[src/rtl/hsync_timing_generator.sv]
// Parametrised horizontal timing generator: clock divider, ACTIVE/FRONT/SYNC/BACK
// segment FSM and pixel replication, with all outputs registered one clk behind the FSM.
module hsync_timing_generator #(
  parameter int H_ACTIVE  = 640,
  parameter int H_FRONT   = 16,
  parameter int H_SYNC    = 96,
  parameter int H_BACK    = 48,
  parameter int SYNC_POL  = 0,
  parameter int CLK_DIV   = 2,
  parameter int PIXEL_REP = 5,
  parameter int HPIX_W    = 7
) (
  input  logic              clk,
  input  logic              reset,
  output logic [HPIX_W-1:0] hpixel,
  output logic              hsync,
  output logic              en,
  output logic              pix_tick,
  output logic              line_end
);

  localparam int NCOL    = (H_ACTIVE + PIXEL_REP - 1) / PIXEL_REP;
  localparam int SEG_MAX = (H_ACTIVE > H_FRONT ? H_ACTIVE : H_FRONT) > (H_SYNC > H_BACK ? H_SYNC : H_BACK)
                         ? (H_ACTIVE > H_FRONT ? H_ACTIVE : H_FRONT) : (H_SYNC > H_BACK ? H_SYNC : H_BACK);
  localparam int DIV_W   = (CLK_DIV > 1) ? $clog2(CLK_DIV) : 1;
  localparam int SEG_W   = (SEG_MAX > 1) ? $clog2(SEG_MAX) : 1;
  localparam int REP_W   = (PIXEL_REP > 1) ? $clog2(PIXEL_REP) : 1;
  localparam logic SPOL  = (SYNC_POL != 0);

  if (H_ACTIVE < 1 || H_FRONT < 1 || H_SYNC < 1 || H_BACK < 1 || CLK_DIV < 1 || PIXEL_REP < 1
      || longint'(NCOL) > (longint'(1) << HPIX_W)) begin : g_illegal
    $fatal(1, "hsync_timing_generator: illegal parameter set");
  end

  typedef enum logic [1:0] {ACTIVE, FRONT, SYNC, BACK} state_t;

  state_t            state;
  logic [DIV_W-1:0]  div_cnt;
  logic [SEG_W-1:0]  seg_cnt;
  logic [REP_W-1:0]  rep_cnt;
  logic [HPIX_W-1:0] col;
  logic              tick;
  logic              seg_last;
  logic              rep_last;
  state_t            state_nxt;

  assign tick     = (div_cnt == DIV_W'(CLK_DIV - 1));
  assign rep_last = (rep_cnt == REP_W'(PIXEL_REP - 1));

  always_comb begin
    seg_last  = 1'b0;
    state_nxt = ACTIVE;
    unique case (state)
      ACTIVE: begin seg_last = (seg_cnt == SEG_W'(H_ACTIVE - 1)); state_nxt = FRONT;  end
      FRONT:  begin seg_last = (seg_cnt == SEG_W'(H_FRONT - 1));  state_nxt = SYNC;   end
      SYNC:   begin seg_last = (seg_cnt == SEG_W'(H_SYNC - 1));   state_nxt = BACK;   end
      BACK:   begin seg_last = (seg_cnt == SEG_W'(H_BACK - 1));   state_nxt = ACTIVE; end
    endcase
  end

  always_ff @(posedge clk or negedge reset) begin
    if (!reset) begin
      state    <= ACTIVE;
      div_cnt  <= '0;
      seg_cnt  <= '0;
      rep_cnt  <= '0;
      col      <= '0;
      hpixel   <= '0;
      hsync    <= ~SPOL;
      en       <= 1'b0;
      pix_tick <= 1'b0;
      line_end <= 1'b0;
    end else begin
      div_cnt  <= tick ? '0 : div_cnt + 1'b1;

      // Outputs sample the pre-edge state, so they trail the FSM by one clk.
      en       <= (state == ACTIVE);
      hsync    <= (state == SYNC) ? SPOL : ~SPOL;
      hpixel   <= col;
      pix_tick <= tick;
      line_end <= tick && (state == BACK) && seg_last;

      if (tick) begin
        if (seg_last) begin
          state   <= state_nxt;
          seg_cnt <= '0;
        end else begin
          seg_cnt <= seg_cnt + 1'b1;
        end

        if (state == ACTIVE) begin
          if (seg_last) begin
            rep_cnt <= '0;
            col     <= '0;
          end else if (rep_last) begin
            rep_cnt <= '0;
            col     <= col + 1'b1;
          end else begin
            rep_cnt <= rep_cnt + 1'b1;
          end
        end
      end
    end
  end

endmodule

[config.mk]
export PLATFORM = sky130hd
export DESIGN_NAME = hsync_timing_generator
export DESIGN_NICKNAME = d
export VERILOG_FILES = /design/src/rtl/hsync_timing_generator.sv
export SDC_FILE = /design/constraint.sdc
export NUM_CORES = 1
export LEC_CHECK = 0
export ABC_AREA = 1
export ABC_CLOCK_PERIOD_IN_PS = 1900
export CORE_ASPECT_RATIO = 1.5
export CORE_MARGIN = 2
export CORE_UTILIZATION = 59
export CTS_BUF_LIST = sky130_fd_sc_hd__clkbuf_8
export CTS_CLUSTER_DIAMETER = 30
export DETAILED_ROUTE_END_ITERATION = 16
export GPL_TIMING_DRIVEN = 0
export PLACE_DENSITY = 0.84
export SLEW_MARGIN = 20
export SYNTH_ARGS = -nofsm -noshare
export SYNTH_HDL_FRONTEND = slang
export SYNTH_SLANG_ARGS = --single-unit
[constraint.sdc]
create_clock -name clk -period 1.9 [get_ports clk]
set_input_delay 0.285 -clock clk [delete_from_list [all_inputs] [get_ports clk]]
set_output_delay 0.285 -clock clk [all_outputs]
set_load 0.01 [all_outputs]
Word level (Yosys, flattened, before mapping)
Index checks and enable logic that the tools add are counted.
{ "word_totals": {"regBits": 34, "latch_bits": 0, "ram_bits": 0, "rom_bits": 0, "inputBits": 2, "output_inout_bits": 11, "n_memories": 0} }
{ "classes": {"add_sub_neg": 4, "multipliers": 0, "div_mod_pow": 0, "magnitude_cmp": 0, "n_eq_ne": 8, "shift": 0, "n_mux": 9, "bitwise": 0, "reduce_logical": 7} }
{ "ops": {"columns": ["op", "count"], "rows": [
  ["two-way mux 7 bit", 2],
  ["adder 10 x 1 -> 10 bit, second input constant", 1],
  ["== test 10 bit, second input constant", 1],
  ["== test 10 x 4 -> 1 bit, second input constant", 1],
  ["== test 10 x 6 -> 1 bit, second input constant", 1],
  ["== test 10 x 7 -> 1 bit, second input constant", 1],
  ["two-way mux 10 bit", 1],
  ["one-hot mux 2 bit (4 select lines)", 1],
  ["adder 7 x 1 -> 7 bit, second input constant", 1],
  ["two-way mux 3 bit", 2],
  ["== test 2 bit, second input constant", 2],
  ["one-hot mux 1 bit (4 select lines)", 1],
  ["AND reduction 2 bit", 2],
  ["adder 3 x 1 -> 3 bit, second input constant", 1],
  ["== test 3 bit, second input constant", 1],
  ["AND reduction 3 bit", 1],
  ["== test 2 x 1 -> 1 bit, second input constant", 1],
  ["logical AND 1 bit", 2],
  ["logical NOT 2 bit", 1],
  ["two-way mux 1 bit", 2],
  ["nonzero test 2 bit", 1],
  ["adder 1 bit, second input constant", 1]
]} }

Depth between registers and ports, before layout
Gate-level depths: netlist of the first run.
{ "depth": {"word_depth": 4, "mapped_depth": 11, "depth_no_buf": 11} }

Worst setup path after synthesis of the first run
OpenSTA, ideal clock, no wires.
{ "synth_path": {"path_kind": "register -> register", "from": "register state[0]", "to": "register seg_cnt[0]", "setup_time_ns": 0.118, "arrival_time_ns": 1.378, "required_time_ns": 1.782, "slack_ns": 0.404, "stages_incl_launch_ff": 10, "n_path_buf": 1, "period_less_slack_ns": 1.496, "cell_sequence": "dfrtp_1 -> inv_1 -> ha_1 -> nand2_1 -> nand2_1 -> nor2_2 -> nand3_2 -> buf_6 -> a21oi_1 -> nor2_1"} }
{ "synth_via": {"elab_chain_cells": 3, "elab_cells_between_ends": 6, "cone_classes": "3 x eq/ne; 2 x mux; 1 x reduce/logical"} }
{ "synth_rtl": {"columns": ["item", "line_no", "source"], "rows": [
  ["start: declaration", "37", "state_t state;"],
  ["start signal: assignment", "85", "state <= state_nxt;"],
  ["== test 2 bit (tied with other cells)", "53", "unique case (state)"],
  ["one-hot mux 1 bit (4 select lines) *", "53", null],
  ["two-way mux 10 bit *", "84", "if (seg_last) begin"],
  ["end signal: assignment", "88", "seg_cnt <= seg_cnt + 1'b1;"],
  ["end: declaration", "39", "logic [SEG_W-1:0] seg_cnt;"]
]} }
Mark *: on every way between the ends. The rest lies on a longest branch, timed or not.
A chain may end at the register's enable or synchronous reset.

Worst setup path in the final report of the first run
Ends and elaborated chain as after synthesis.

==> results.ini, run 1 <==
[drt]
drt-vias-per-instance = 5.09
vias = 1236
detailed_route_drc_error_count = 0
drt_iter0_markers = 20
routed_length_per_instance_um = 12.5
drtPass1Iterations = 4
route.antenna.remaining_nets = 0
drt_wl_total_mm = 3.05

[sta]
max_clock_freq_mhz = 604
timing.final.crit_period_ps = 1650
setup_tns_ps = 0
fin_crit_sh_pct = 87.1
final-max-slew-violation-count = 0
final.hold.worst_slack_ps = 46.9
timing.clock.skew_ps = 3.64
hold_viol = 0
grt_setup_unrepaired = false
finalSetupViolCount = 0
worst-slew-pin-transition_ps = 735
slew_headroom_pct = 51.0

[power]
power_density_nw_per_um2 = 734
net-switching-power_mw = 0.276
combPwrFrac_pct = 1.0
sequentialPowerShare_pct = 52.2
power_switching_share_pct = 19.9
leakagePower_nw = 0.973
clkPwrFrac_pct = 46.8
fin_total_pwr_mw = 1.39
intPower_mw = 1.11
ir_worst_vdd_mv = 0.648

[setup_path]
worstSetupStartpointType = flip-flop
crit_fanout = 10
crit_required_ps = 2090
cp.arrival_ps = 1840
cp-startpoint = state[0]$_DFFE_PN0P_
crit_chain = inv_1 > ha_1 > nor2_1 > nor2_1 > nand3_2 > buf_6 > a21oi_1 > nor2_1
rr_endpoint = seg_cnt[0]$_DFFE_PN0P_
crit_buf_inv = 2
worst-r2r-setup-slack_ps = 250
timing.critical_path.to_type = flip-flop
r2r.worst_path.cells = 8
r2r_start = state[0]$_DFFE_PN0P_
critPathMostFrequentCell = nor2_1
critical-path-max-stage-delay_ps = 380
timing.critical_path.slowest_stage_cell = dfrtp_1
crit_type = flip-flop to flip-flop
path_delay_family = simple AND/OR/NAND/NOR gates

[worst_hold_path]
timing.hold.worst.class = input pin to async pin

[clock_network]
h-tree-depth = 2
cts_hold_repair.buffers = 0
clockBufferDepth = 2
clockRootBuffer = clkbuf_8
post_cts_resized = 0
cts_tree = built
post_cts.repair.setup_buffers = 0
path_clk_slew_ps = 70
cts_num_sinks = 34
clkLatencyLatePin_ps = 290
tritoncts.num_buffers = 5

[floorplan]
fp.coreArea_um2 = 2650
std_cell_rows = 23
initial_utilization_pct = 61.2
die_x_um = 46.8
die_h_um = 68.2
floorplan.die_area_um2 = 3190
ioPinCount = 13

[synth]
synth_cell_area_um2 = 1620
synth_seq_cells = 34
synth_seq_area_share_pct = 52.6
synth.distinct_cells = 24
yosys_warnings = 0
synthesis.area_per_instance_um2 = 8.70
synthesis.instances = 186
synthesis.nets = 195

[global_route]
antenna_found_initial = 0
grt_max_degree = 35
sum_of_overflow_across_all_layers_after_global_routing = 0
grt_pass1_vias = 1218
grt_first_pass_wirelength_mm = 5.18
track_usage_pct = 23.7

[placed_design]
cell_count_after_placement = 235
dp_hpwl_mm = 2.28
place_area_um2 = 1780
io_buffer_count = 12
finalWeightedCongestion = 0.851

[cells_and_area]
final_area_um2 = 1890
post_layout_nonfiller_instances = 243
antenna_cells_inserted = 0
filler_cell_count = 209
multiInputGateArea_um2 = 649
finish.net_count = 214
syn2layout_area_growth_pct = 16.7
layout_common_cells = 54 x nand2_1, 33 x dfrtp_1, 26 x inv_1
drive_above_1_share_pct = 10.7
ff_latch_area_um2 = 852
layout_commonest_cell = nand2_1

[outcome]
status = finished, final reports clean

[flow_run]
maxcap_viol_count = 0

[area by class of cell]
| type | count | area share [%] |
|---|---|---|
| sequential | 34 | 45.1 |
| multi-input combinational | 123 | 34.4 |
| timing repair buffer | 12 | 6.09 |
| inverter | 27 | 5.36 |
| clock buffer | 5 | 3.64 |
| tap | 37 | 2.45 |
| clock inverter | 3 | 2.12 |
| buffer | 2 | 0.861 |
[state kept, by name, indices dropped and copies added, names as in the netlist]
signal    cells
pix_tick      1
hpixel        7
seg_cnt      10
hsync         1
state         2
div_cnt       1
rep_cnt       3
en            1
col           7
line_end      1
[worst max path at each step]
stage	to	cells past startpoint
global placement	rep_cnt[1]$_DFFE_PN0P_	1
CTS	seg_cnt[0]$_DFFE_PN0P_	9
detailed placement	seg_cnt[0]$_DFFE_PN0P_	9
global route	col[6]$_DFFE_PN0P_	10
floorplan	seg_cnt[0]$_DFFE_PN0P_	9
finish	seg_cnt[0]$_DFFE_PN0P_	8
[worst reg2reg max path, stage by stage, from the launching register on]
cell	delay [ps]
dfrtp_1	380
inv_1	70
ha_1	320
nor2_1	60
nor2_1	190
nand3_2	170
buf_6	190
a21oi_1	130
nor2_1	50
[metrics by stage]
stage	util, %	setup slack, ps
final	71.4	245
after global routing	71.4	21.6
after CTS	71.4	229
after detailed placement	67.2	245
after global placement	67.4	-56.1
after floorplan	-	404
[synthesized netlist by cell type]
library cell / instances / share of area, %
nand4_1: 8 / 3.1
dfrtp_1: 33 / 51
nor2_2: 2 / 0.77
buf_6: 1 / 0.70
nand3_2: 1 / 0.62
xnor2_1: 1 / 0.54
ha_1: 7 / 5.4
nor2_1: 14 / 3.2
nand3_1: 9 / 2.8
nor3_1: 6 / 1.9
nor2_4: 1 / 0.70
dfstp_2: 1 / 1.6
inv_2: 1 / 0.23
a31oi_1: 1 / 0.39
buf_2: 1 / 0.31
nand2_2: 3 / 1.2
o21ai_0: 4 / 1.2
nand3b_1: 1 / 0.46
nand2_1: 54 / 13
xor2_1: 5 / 2.7
inv_1: 26 / 6.0
nor3_2: 2 / 1.2
a21oi_1: 3 / 0.93
a21boi_0: 1 / 0.46
[cell families after synthesis]
group	synth area share [%]
simple gates	28.4
flops	52.6
buf+inv	7.26
compound gates	3.01
fa+ha+maj	5.41
xor+xnor	3.25
[power by group through the flow]
stage	Sequential [mW]	Combinational, mW	Clock (mW)
final	0.724	0.0139	0.648
after global routing	0.723	0.0175	0.692
after CTS	0.724	0.0150	0.663
after detailed placement	0.737	0.0150	0
after global placement	0.737	0.0154	0
after floorplan	0.738	0.000000432	0
[metal layers]
| metal | GRT usage, % | wire length (um) | vias up |
|---|---|---|---|
| met5 | 0 | 0 | - |
| met4 | 12.5 | 82 | 0 |
| met3 | 7.92 | 99 | 9 |
| met2 | 42.0 | 1710 | 20 |
| met1 | 23.4 | 1150 | 587 |
| li1 | - | - | 620 |
(Power assumes the default switching activity.)
==> run 2: changes to the inputs <==
- CORE_UTILIZATION: 59 -> 25
- PLACE_DENSITY: 0.84 -> 0.44
==> run 2 against run 1 <==
Against the previous run:
- combinational power increased by 68%
- global-route usage decreased by 13 points
- clock skew increased by 3.2 ps
- setup slack got worse by 8.7 ps
- cell area increased by 4.7%
- largest cell class unchanged
- hold slack improved by 390 ps
- critical path depth increased by 3
- critical endpoint is now col[4]$_DFFE_PN0P_
- clock power increased by 4.3%
- highest routed layer unchanged
- total power increased by 2.7%
- die area increased by 120%
==> results.ini, run 2 (synthesized netlist as in run 1, its figures left out) <==
[setup_path]
crit_fanout = 7  ; -3
crit_required_ps = 2080  ; about the same
r2r_start = state[0]$_DFFE_PN0P_
rr_endpoint = col[4]$_DFFE_PN0P_
worstSetupStartpointType = flip-flop
timing.critical_path.to_type = flip-flop
cp.arrival_ps = 1840  ; about the same
crit_type = flip-flop to flip-flop
worst-r2r-setup-slack_ps = 240  ; about the same
r2r.worst_path.cells = 11  ; +3

[cells_and_area]
finish.net_count = 216  ; +0.93%
drive_above_1_share_pct = 11.1  ; +0.38 points
top_regs = seg_cnt: 10 flops, col: 7 flops, hpixel: 7 flops
antenna_cells_inserted = 0  ; unchanged
layout_commonest_cell = nand2_1
filler_cell_count = 677  ; +220%
largest_reg_flops = 10  ; unchanged
regMostFlops = seg_cnt
post_layout_nonfiller_instances = 282  ; +16%
syn2layout_area_growth_pct = 22.2
layout_common_cells = 54 x nand2_1, 33 x dfrtp_1, 26 x inv_1

[sta]
fin_crit_sh_pct = 87.6  ; +0.46 points
grt_setup_unrepaired = false
timing.final.crit_period_ps = 1660  ; +8.70 ps
slew_headroom_pct = 75.3  ; +24 points
final-max-slew-violation-count = 0  ; unchanged
worst-slew-pin-transition_ps = 370  ; -365 ps
hold_viol = 0  ; unchanged
setup_tns_ps = 0  ; unchanged
timing.clock.skew_ps = 6.88  ; +3.24 ps
finalSetupViolCount = 0  ; unchanged
max_clock_freq_mhz = 601  ; -0.52%

[power]
net-switching-power_mw = 0.302  ; +9.3%
clkPwrFrac_pct = 47.5  ; +0.7 points
combPwrFrac_pct = 1.6  ; +0.6 points
sequentialPowerShare_pct = 50.8  ; -1.4 points
power_density_nw_per_um2 = 719  ; -2.0%
intPower_mw = 1.12  ; +1.0%
leakagePower_nw = 0.982  ; +0.96%
ir_worst_vdd_mv = 0.396  ; -39%
power_switching_share_pct = 21.2  ; +1.3 points

[global_route]
sum_of_overflow_across_all_layers_after_global_routing = 0  ; unchanged
grt_first_pass_wirelength_mm = 5.66  ; +9.3%
antenna_found_initial = 0  ; unchanged
grt_pass1_vias = 1196  ; -1.8%
track_usage_pct = 10.4  ; -13 points
grt_max_degree = 22  ; -37%

[clock_network]
tritoncts.num_buffers = 5  ; unchanged
cts_num_sinks = 34  ; unchanged
h-tree-depth = 2  ; unchanged
post_cts.repair.setup_buffers = 0  ; unchanged
cts_tree = built
clockBufferDepth = 2  ; unchanged
clkLatencyLatePin_ps = 290  ; about the same
clockRootBuffer = clkbuf_8
path_clk_slew_ps = 80  ; about the same

[floorplan]
initial_utilization_pct = 26.0  ; -35 points
std_cell_rows = 35  ; +52%
floorplan.die_area_um2 = 7150  ; +120%
die_x_um = 69.7  ; +49%
ioPinCount = 13  ; unchanged
die_h_um = 103  ; +50%
fp.coreArea_um2 = 6220  ; +130%

[drt]
detailed_route_drc_error_count = 0  ; unchanged
route.antenna.remaining_nets = 0  ; unchanged
vias = 1206  ; -2.4%
drt_wl_total_mm = 3.22  ; +5.6%
drt-vias-per-instance = 4.28  ; -16%
routed_length_per_instance_um = 11.4  ; -9.0%
drt_iter0_markers = 37  ; +85%
drtPass1Iterations = 4  ; unchanged

[placed_design]
dp_hpwl_mm = 2.39  ; +4.7%
io_buffer_count = 12  ; unchanged
finalWeightedCongestion = 0.732  ; -14%
cell_count_after_placement = 273  ; +16%

[outcome]
status = finished, final reports clean

[worst_hold_path]
timing.hold.worst.class = input pin to async pin

[flow_run]
maxcap_viol_count = 0  ; unchanged

-- run 2: changes by cell type in the layout (fill, tap and decap cells not counted) --
cell / delta
buf_16: +1
clkinv_2: -2
clkinvlp_4: +2
dlygate4sd3_1: +1
-- run 2: final cells by class --
cell class | count | area (um2) | area share [%]
clock inverter | 3 | 45.0 | 2.28
buffer | 2 | 16.3 | 0.822
multi-input combinational | 123 | 649 | 32.8
tap | 74 | 92.6 | 4.68
clock buffer | 5 | 68.8 | 3.48
timing repair buffer | 14 | 153 | 7.72
sequential | 34 | 852 | 43.1
inverter | 27 | 101 | 5.12
-- run 2: layer usage --
metal	vias up	track usage, %	wire [um]
met5	-	0	0
li1	625	-	-
met3	6	2.93	81
met4	0	5.33	73
met1	561	11.1	1380
met2	14	18.9	1690
-- run 2: power groups by stage --
| stage | Clock (mW) | Combinational (mW) | Sequential (mW) |
|---|---|---|---|
| global placement | 0 | 0.0175 | 0.737 |
| CTS | 0.701 | 0.0253 | 0.723 |
| global route | 0.733 | 0.0274 | 0.723 |
| floorplan | 0 | 0.000000432 | 0.738 |
| detailed placement | 0 | 0.0238 | 0.737 |
| finish | 0.676 | 0.0233 | 0.723 |
-- run 2: stage by stage --
stage	power, mW	hold slack, ps	cell area [um2]	setup WS, ps	util [%]
3_5_place_dp	0.761	229	1850	208	29.8
3_3_place_gp	0.755	421	1830	-289	29.5
4_1_cts	1.45	446	1980	205	31.8
6_report	1.42	433	1980	236	31.8
2_1_floorplan	0.738	-10.6	1620	404	-
5_1_grt	1.48	464	1980	10.4	31.8
-- run 2: worst max-delay path: stages (launching register included) --
cell,delay [ps]
dfrtp_1,400
inv_1,80
ha_1,240
inv_1,80
nand2_1,60
nand2_1,50
nor2_2,110
nand3_2,140
nand2_2,110
nand2_2,130
nand2_1,90
nand2_1,40
-- run 2: worst max path at each step --
stage,from,end,slack (ps),cells after the start
floorplan,state[0]$_DFFE_PN0P_,seg_cnt[0]$_DFFE_PN0P_,400,9
global placement,reset,state[0]$_DFFE_PN0P_,-290,1
detailed placement,state[0]$_DFFE_PN0P_,col[0]$_DFFE_PN0P_,210,11
CTS,state[0]$_DFFE_PN0P_,col[6]$_DFFE_PN0P_,200,11
global route,state[0]$_DFFE_PN0P_,col[5]$_DFFE_PN0P_,10,11
finish,state[0]$_DFFE_PN0P_,col[4]$_DFFE_PN0P_,240,11
-- run 2: what timing repair did --
item,4_1_cts,5_1_grt
endpoints found under the hold margin,12,0
hold buffers,1,0
resized for setup,0,0
==> RTL change 1: new RTL, config.mk and constraints of run 2 <==
The parameter `H_SYNC` goes from 96 to 192.
--- a/src/rtl/hsync_timing_generator.sv
+++ b/src/rtl/hsync_timing_generator.sv
@@ -4,5 +4,5 @@
   parameter int H_ACTIVE  = 640,
   parameter int H_FRONT   = 16,
-  parameter int H_SYNC    = 96,
+  parameter int H_SYNC    = 192,
   parameter int H_BACK    = 48,
   parameter int SYNC_POL  = 0,
Check against the original RTL: same outputs for any inputs over 10 cycles, from zero or initial values and one cycle with reset low; that may be too few to reach the edited logic, so the function may still have changed.
==> RTL change 1 against run 2 <==
  * Worst setup slack lost 53 ps
  * Wire length grew 13%
  * Largest cell class unchanged
  * Largest power group is now the clock network
  * Cell area grew 8.1%
  * Total power grew 9.0%
  * Clock skew shrank 0.79 ps
  * Synthesized cell count grew 13%
  * Area after synthesis grew 6.3%
  * Sequential cell count is the same
==> RTL change 1: results (changes against run 2) <==
- **result of the run** finished, final reports clean
- **total internal power** 1.255 mW, +12%
- **area fraction in compound gates after synthesis** 2.182%, -0.83 points
- **syn nets** 222, +14%
- **final weighted congestion of routability-driven global placement** 0.7312, about the same
- **fraction of final layout cells sized beyond drive strength 1** 13.08%, +2.0 points
- **Post-Route Skew** 6.088 ps, -0.7909 ps
- **worst slew margin relative to its limit** 82.08%, +6.8 points
- **highest fanout seen on the critical path** 7, unchanged
- **via count of the first global-routing pass** 1,419, +19%
- **number of buffers added by the clock tree synthesis step** 5, unchanged
- **antenna violations before repair** 0, unchanged
- **Pleak** 1.100 nW, +12%
- **largest registers ranked by flip-flop count** seg_cnt: 10 flops, col: 7 flops, hpixel: 7 flops
- **first-pass GRT wire length** 6.403 mm, +13%
- **Detail Route Antenna Nets** 0, unchanged
- **flip-flop and latch power** 0.723 mW, about the same
- **kind of path behind the tightest hold check** primary input to async pin
- **largest net degree at the start of global routing** 28, +27%
- **via density per instance** 4.368, +2.1%
- **total global-route track usage** 10.84%, +0.45 points
- **Gate Count Post-Synth** 211, +13%
- **cells taking the most area after synthesis** sky130_fd_sc_hd__dfrtp_1 (48%), sky130_fd_sc_hd__nand2_1 (14%), sky130_fd_sc_hd__inv_1 (7.2%), sky130_fd_sc_hd__ha_1 (6.5%), sky130_fd_sc_hd__nand3_1 (5.2%)
- **xor and xnor fraction of the mapped netlist area** 3.055%, -0.19 points
- **clock root cell** sky130_fd_sc_hd__clkbuf_8
- **Post-Place Worst Slack** 23.53 ps, -184.2 ps
- **warning count from the yosys run** 0, unchanged
- **sequential element share of the synthesized area** 49.53%, -3.1 points
- **share of power burned in combinational logic** 1.4%, -0.2 points
- **overall routed net length** 3.628 mm, +13%
- **top post-synthesis cells by count** sky130_fd_sc_hd__nand2_1 (63), sky130_fd_sc_hd__dfrtp_1 (33), sky130_fd_sc_hd__inv_1 (33)
- **distinct cell type count after synthesis** 20, -17%
- **total placed instance area** 0.001953 mm², +5.3%
- **Post-synth ARST share** 100.0%, unchanged
- **average wire per cell in the routed design** 11.52 µm, +0.99%
- **CTS Buffer Depth** 2, unchanged
- **number of cells after detailed placement** 302, +11%
- **buffers inserted by post-CTS timing repair** 0, unchanged
- **Most used DFF post-synth** sky130_fd_sc_hd__dfrtp_1
- **insertion delay to the later sink of the worst-skew pair** 280 ps
- **adder and majority cell fraction of the synthesized area** 6.545%, +1.1 points
- **half-perimeter wire length after placement** 2.709 mm, +14%
- **critical path arrival** 1890 ps, +50 ps
- **H-Tree Level Count** 2, unchanged
- **post-cts hold buffer count** 1, unchanged
- **number of optimization iterations in the first detailed-route pass** 4, unchanged
- **DRC marker count from the first detailed-route iteration** 13, -65%
- **Max IR drop VDD** 0.4639 mV, +17%
- **proportion of power drawn by flip-flops and latches** 46.6%, -4.2 points
- **post-synthesis mux area share** 0%, unchanged
- **net total in the final layout** 247, +14%
- **Worst-path clk slew** 70 ps
- **Diodes inserted** 0, unchanged
[RTL change 1: changes by cell type in the layout (fill, tap and decap cells not counted), moves of 2 or more]
cell | before | now
sky130_fd_sc_hd__a21oi_1 | 3 | 0
sky130_fd_sc_hd__buf_4 | 0 | 5
sky130_fd_sc_hd__clkinvlp_4 | 2 | 0
sky130_fd_sc_hd__inv_1 | 26 | 33
sky130_fd_sc_hd__nand2_1 | 54 | 63
sky130_fd_sc_hd__nand3_1 | 9 | 18
sky130_fd_sc_hd__nor2_1 | 14 | 16
sky130_fd_sc_hd__nor2_2 | 2 | 6
sky130_fd_sc_hd__nor3_1 | 6 | 3
sky130_fd_sc_hd__nor3_2 | 2 | 0
sky130_fd_sc_hd__o21ai_1 | 0 | 2
[RTL change 1: layer usage]
| layer | GRT usage (%) | share of wire, % |
|---|---|---|
| met1 | 11.16 | 39 |
| met2 | 19.84 | 56 |
| met3 | 2.677 | 2.2 |
| met4 | 5.256 | 2.4 |
| met5 | 0 | 0 |
[RTL change 1: cells by family after synthesis]
logic type	Yosys count
fa+ha+maj	9
compound gates	7
flops	34
xor+xnor	6
simple gates	118
buf+inv	37
[RTL change 1: final cells by class]
| cell class | count | area [µm²] |
|---|---|---|
| Buffer | 3 | 23.77 |
| Clock buffer | 5 | 68.82 |
| Clock inverter | 3 | 68.82 |
| Fill cell | 739 | 4621 |
| Inverter | 34 | 127.6 |
| Multi-Input combinational cell | 140 | 724.4 |
| Sequential cell | 34 | 852.1 |
| Tap cell | 78 | 97.59 |
| Timing Repair Buffer | 18 | 175.2 |
[RTL change 1: worst max-delay path, cell delays in order (launching register included)]
cell	delay, ps
sky130_fd_sc_hd__dfrtp_1	390
sky130_fd_sc_hd__inv_1	100
sky130_fd_sc_hd__ha_2	230
sky130_fd_sc_hd__inv_1	110
sky130_fd_sc_hd__nand2_1	80
sky130_fd_sc_hd__nand2_1	80
sky130_fd_sc_hd__nand2_1	50
sky130_fd_sc_hd__nor2_1	120
sky130_fd_sc_hd__nand2_2	120
sky130_fd_sc_hd__nand2_2	120
sky130_fd_sc_hd__nand2_4	90
sky130_fd_sc_hd__nand2_1	70
sky130_fd_sc_hd__nand2_1	50
[RTL change 1: path summary, 6_finish.rpt]
| check | start | to | slack (ps) | cells past startpoint |
|---|---|---|---|---|
| max in group asynchronous | reset | hpixel[2] | 1130 | 3 |
| setup reg to reg | state[0] | col[2] | 180 | 12 |
| min in group clk | div_cnt | pix_tick | 410 | 0 |
| setup / recovery | state[0] | col[2] | 180 | 12 |
| hold reg to reg | div_cnt | pix_tick | 410 | 0 |
| hold / removal | reset | state[1] | 380 | 2 |
==> RTL change 2: new RTL, flow settings as in run 2 <==
Made on the original files. Make the reset (`reset`) synchronous in one clocked block.
--- a/src/rtl/hsync_timing_generator.sv
+++ b/src/rtl/hsync_timing_generator.sv
@@ -59,5 +59,5 @@
   end
 
-  always_ff @(posedge clk or negedge reset) begin
+  always_ff @(posedge clk) begin
     if (!reset) begin
       state    <= ACTIVE;
Formal check against the unedited RTL: differs if reset is asserted again (counterexample within 4 cycles, from zero or initial values and one cycle with reset low); with reset held inactive, the same outputs for 10 cycles.
==> RTL change 2 against run 2 <==
  * Clock skew decreased by 3.8 ps
  * Sequential cell count unchanged
  * Critical path type unchanged
  * Wire length increased by 2.8%
  * Cell area is 1.9% lower
  * Critical endpoint is now col[1]
  * Via count rose by 11%
  * Worst setup slack better by 21 ps
  * Die area up 1.8%
  * Largest cell class is now multi-input gates
  * Synthesized cell count rose by 23%
  * Sequential share of layout area fell by 8.0 points
  * Area after synthesis up 1.9%
Power is not compared: it rests on default switching activity, and its combinational part moved more than twofold at a synthesized area within 25%.
==> RTL change 2: results (changes against run 2) <==
- **cells on worst reg2reg path** 11, unchanged
- **switching part of the total** 23.52%
- **net total in the final layout** 256, +19%
- **insertion delay to the later sink of the worst-skew pair** 280 ps
- **via count of the first global-routing pass** 1,316, +10%
- **syn nets** 237, +22%
- **Critical-path top delay cell** sky130_fd_sc_hd__dfxtp_1
- **critical path's top delay family** simple AND/OR/NAND/NOR gates
- **cells taking the most area after synthesis** sky130_fd_sc_hd__dfxtp_1 (41%), sky130_fd_sc_hd__nand2_1 (14%), sky130_fd_sc_hd__inv_1 (8.6%), sky130_fd_sc_hd__nor2_1 (7.5%), sky130_fd_sc_hd__ha_1 (5.3%)
- **highest fanout seen on the critical path** 10, +3
- **Max IR drop VDD** 0.2729 mV
- **post-cts resize count** 0, unchanged
- **top post-synthesis cells by count** sky130_fd_sc_hd__nand2_1 (60), sky130_fd_sc_hd__inv_1 (38), sky130_fd_sc_hd__dfxtp_1 (34)
- **DRC marker count from the first detailed-route iteration** 36, -2.7%
- **Pleak** 0.9011 nW
- **CTS Buffer Depth** 2, unchanged
- **result of the run** finished, final reports clean
- **Post-Place Worst Slack** 244.2 ps, +36.47 ps
- **fraction of final layout cells sized beyond drive strength 1** 9.312%, -1.7 points
- **hold path cells** 2
- **post-synth top area share** 41.27%, -9.7 points
- **first-pass GRT wire length** 5.768 mm, +1.9%
- **critical path arrival** 1820 ps, -20 ps
- **Worst-path clk slew** 70 ps
- **overall routed net length** 3.307 mm, +2.8%
- **biggest cell delay along the critical path** 360 ps, -40 ps
- **total global-route track usage** 10.34%, -0.050 points
- **number of buffers added by the clock tree synthesis step** 5, unchanged
- **buffers inserted by post-CTS timing repair** 0, unchanged
- **kind of path behind the tightest hold check** flip-flop to flip-flop
- **via density per instance** 4.149, -3.0%
- **Initial Util** 25.60%, -0.43 points
- **number of optimization iterations in the first detailed-route pass** 4, unchanged
- **largest registers ranked by flip-flop count** seg_cnt: 10 flops, col: 7 flops, hpixel: 7 flops
- **final weighted congestion of routability-driven global placement** 0.7238, -1.1%
- **number of I/O port buffers** 12, unchanged
- **Diodes inserted** 0, unchanged
- **sequential element share of the synthesized area** 41.27%, -11 points
- **distinct cell type count after synthesis** 24, unchanged
- **largest net degree at the start of global routing** 11, -50%
- **antenna violations before repair** 0, unchanged
- **H-Tree Level Count** 2, unchanged
- **clock root cell** sky130_fd_sc_hd__clkbuf_8
- **Post-Route Skew** 3.072 ps, -3.806 ps
- **warning count from the yosys run** 0, unchanged
- **Post-synth ARST share** 0%, -100 points
- **worst slew margin relative to its limit** 66.55%, -8.8 points
- **half-perimeter wire length after placement** 2.460 mm, +3.1%
==> RTL change 2: worst register-to-register path, delay by kind of cell, from the launching register on <==
family / cells / cell delay (ps)
simple gates: 8 / 630
flops: 1 / 360
fa+ha+maj: 1 / 330
buf+inv: 2 / 240
==> RTL change 2: routing by layer <==
layer | global-route usage [%] | share of wire [%] | vias to the layer above
met2 | 20.03 | 53 | 13
met5 | 0 | 0 | -
met3 | 2.907 | 2.4 | 8
li1 | - | - | 725
met4 | 4.882 | 2.1 | 0
met1 | 10.05 | 42 | 594
==> RTL change 2: path summary, 6_finish.rpt <==
kind / startpoint / to / slack [ps]
hold / removal: col[6] / hpixel[6] / 460
hold reg to reg: col[6] / hpixel[6] / 460
setup / recovery: state[0] / col[1] / 260
setup reg to reg: state[0] / col[1] / 260
==> RTL change 2: cell type report <==
| type | instances | area (µm²) |
|---|---|---|
| plain buffers | 5 | 35.03 |
| repair buffers | 12 | 120.1 |
| clock inverters | 2 | 7.507 |
| well taps | 76 | 95.09 |
| clock buffers | 5 | 68.82 |
| inverters | 38 | 142.6 |
| multi-input cells | 151 | 790.8 |
| flip-flops and latches | 34 | 680.7 |
| fillers | 719 | 4501 |
==> RTL change 2: through the flow <==
| stage | hold slack [ps] | total power [mW] | instance area [µm²] | utilization, % | instances |
|---|---|---|---|---|---|
| global placement | 453.8 | 0.8214 | 1864 | 28.94 | 316 |
| global route | 498.6 | 1.367 | 1941 | 30.13 | 323 |
| CTS | 469.9 | 1.328 | 1941 | 30.13 | 323 |
| detailed placement | 460.6 | 0.8208 | 1864 | 28.94 | 316 |
| floorplan | 433.9 | 0.7965 | 1649 | - | 228 |
| finish | 462.8 | 1.297 | 1941 | 30.13 | 323 |
==> RTL change 2: cells by family after synthesis <==
group | after synthesis | synth area share (%)
compound gates | 9 | 3.414
xor+xnor | 7 | 3.718
fa+ha+maj | 7 | 5.311
buf+inv | 43 | 10.77
flops | 34 | 41.27
simple gates | 128 | 35.51
==> RTL change 2: power groups by stage <==
stage	Sequential [mW]	Combinational (mW)	Clock, mW
after global placement	0.753	0.0683	0
after floorplan	0.751	0.0451	0
final	0.737	0.0658	0.495
after CTS	0.737	0.0684	0.523
after detailed placement	0.753	0.0681	0
after global routing	0.738	0.0770	0.552
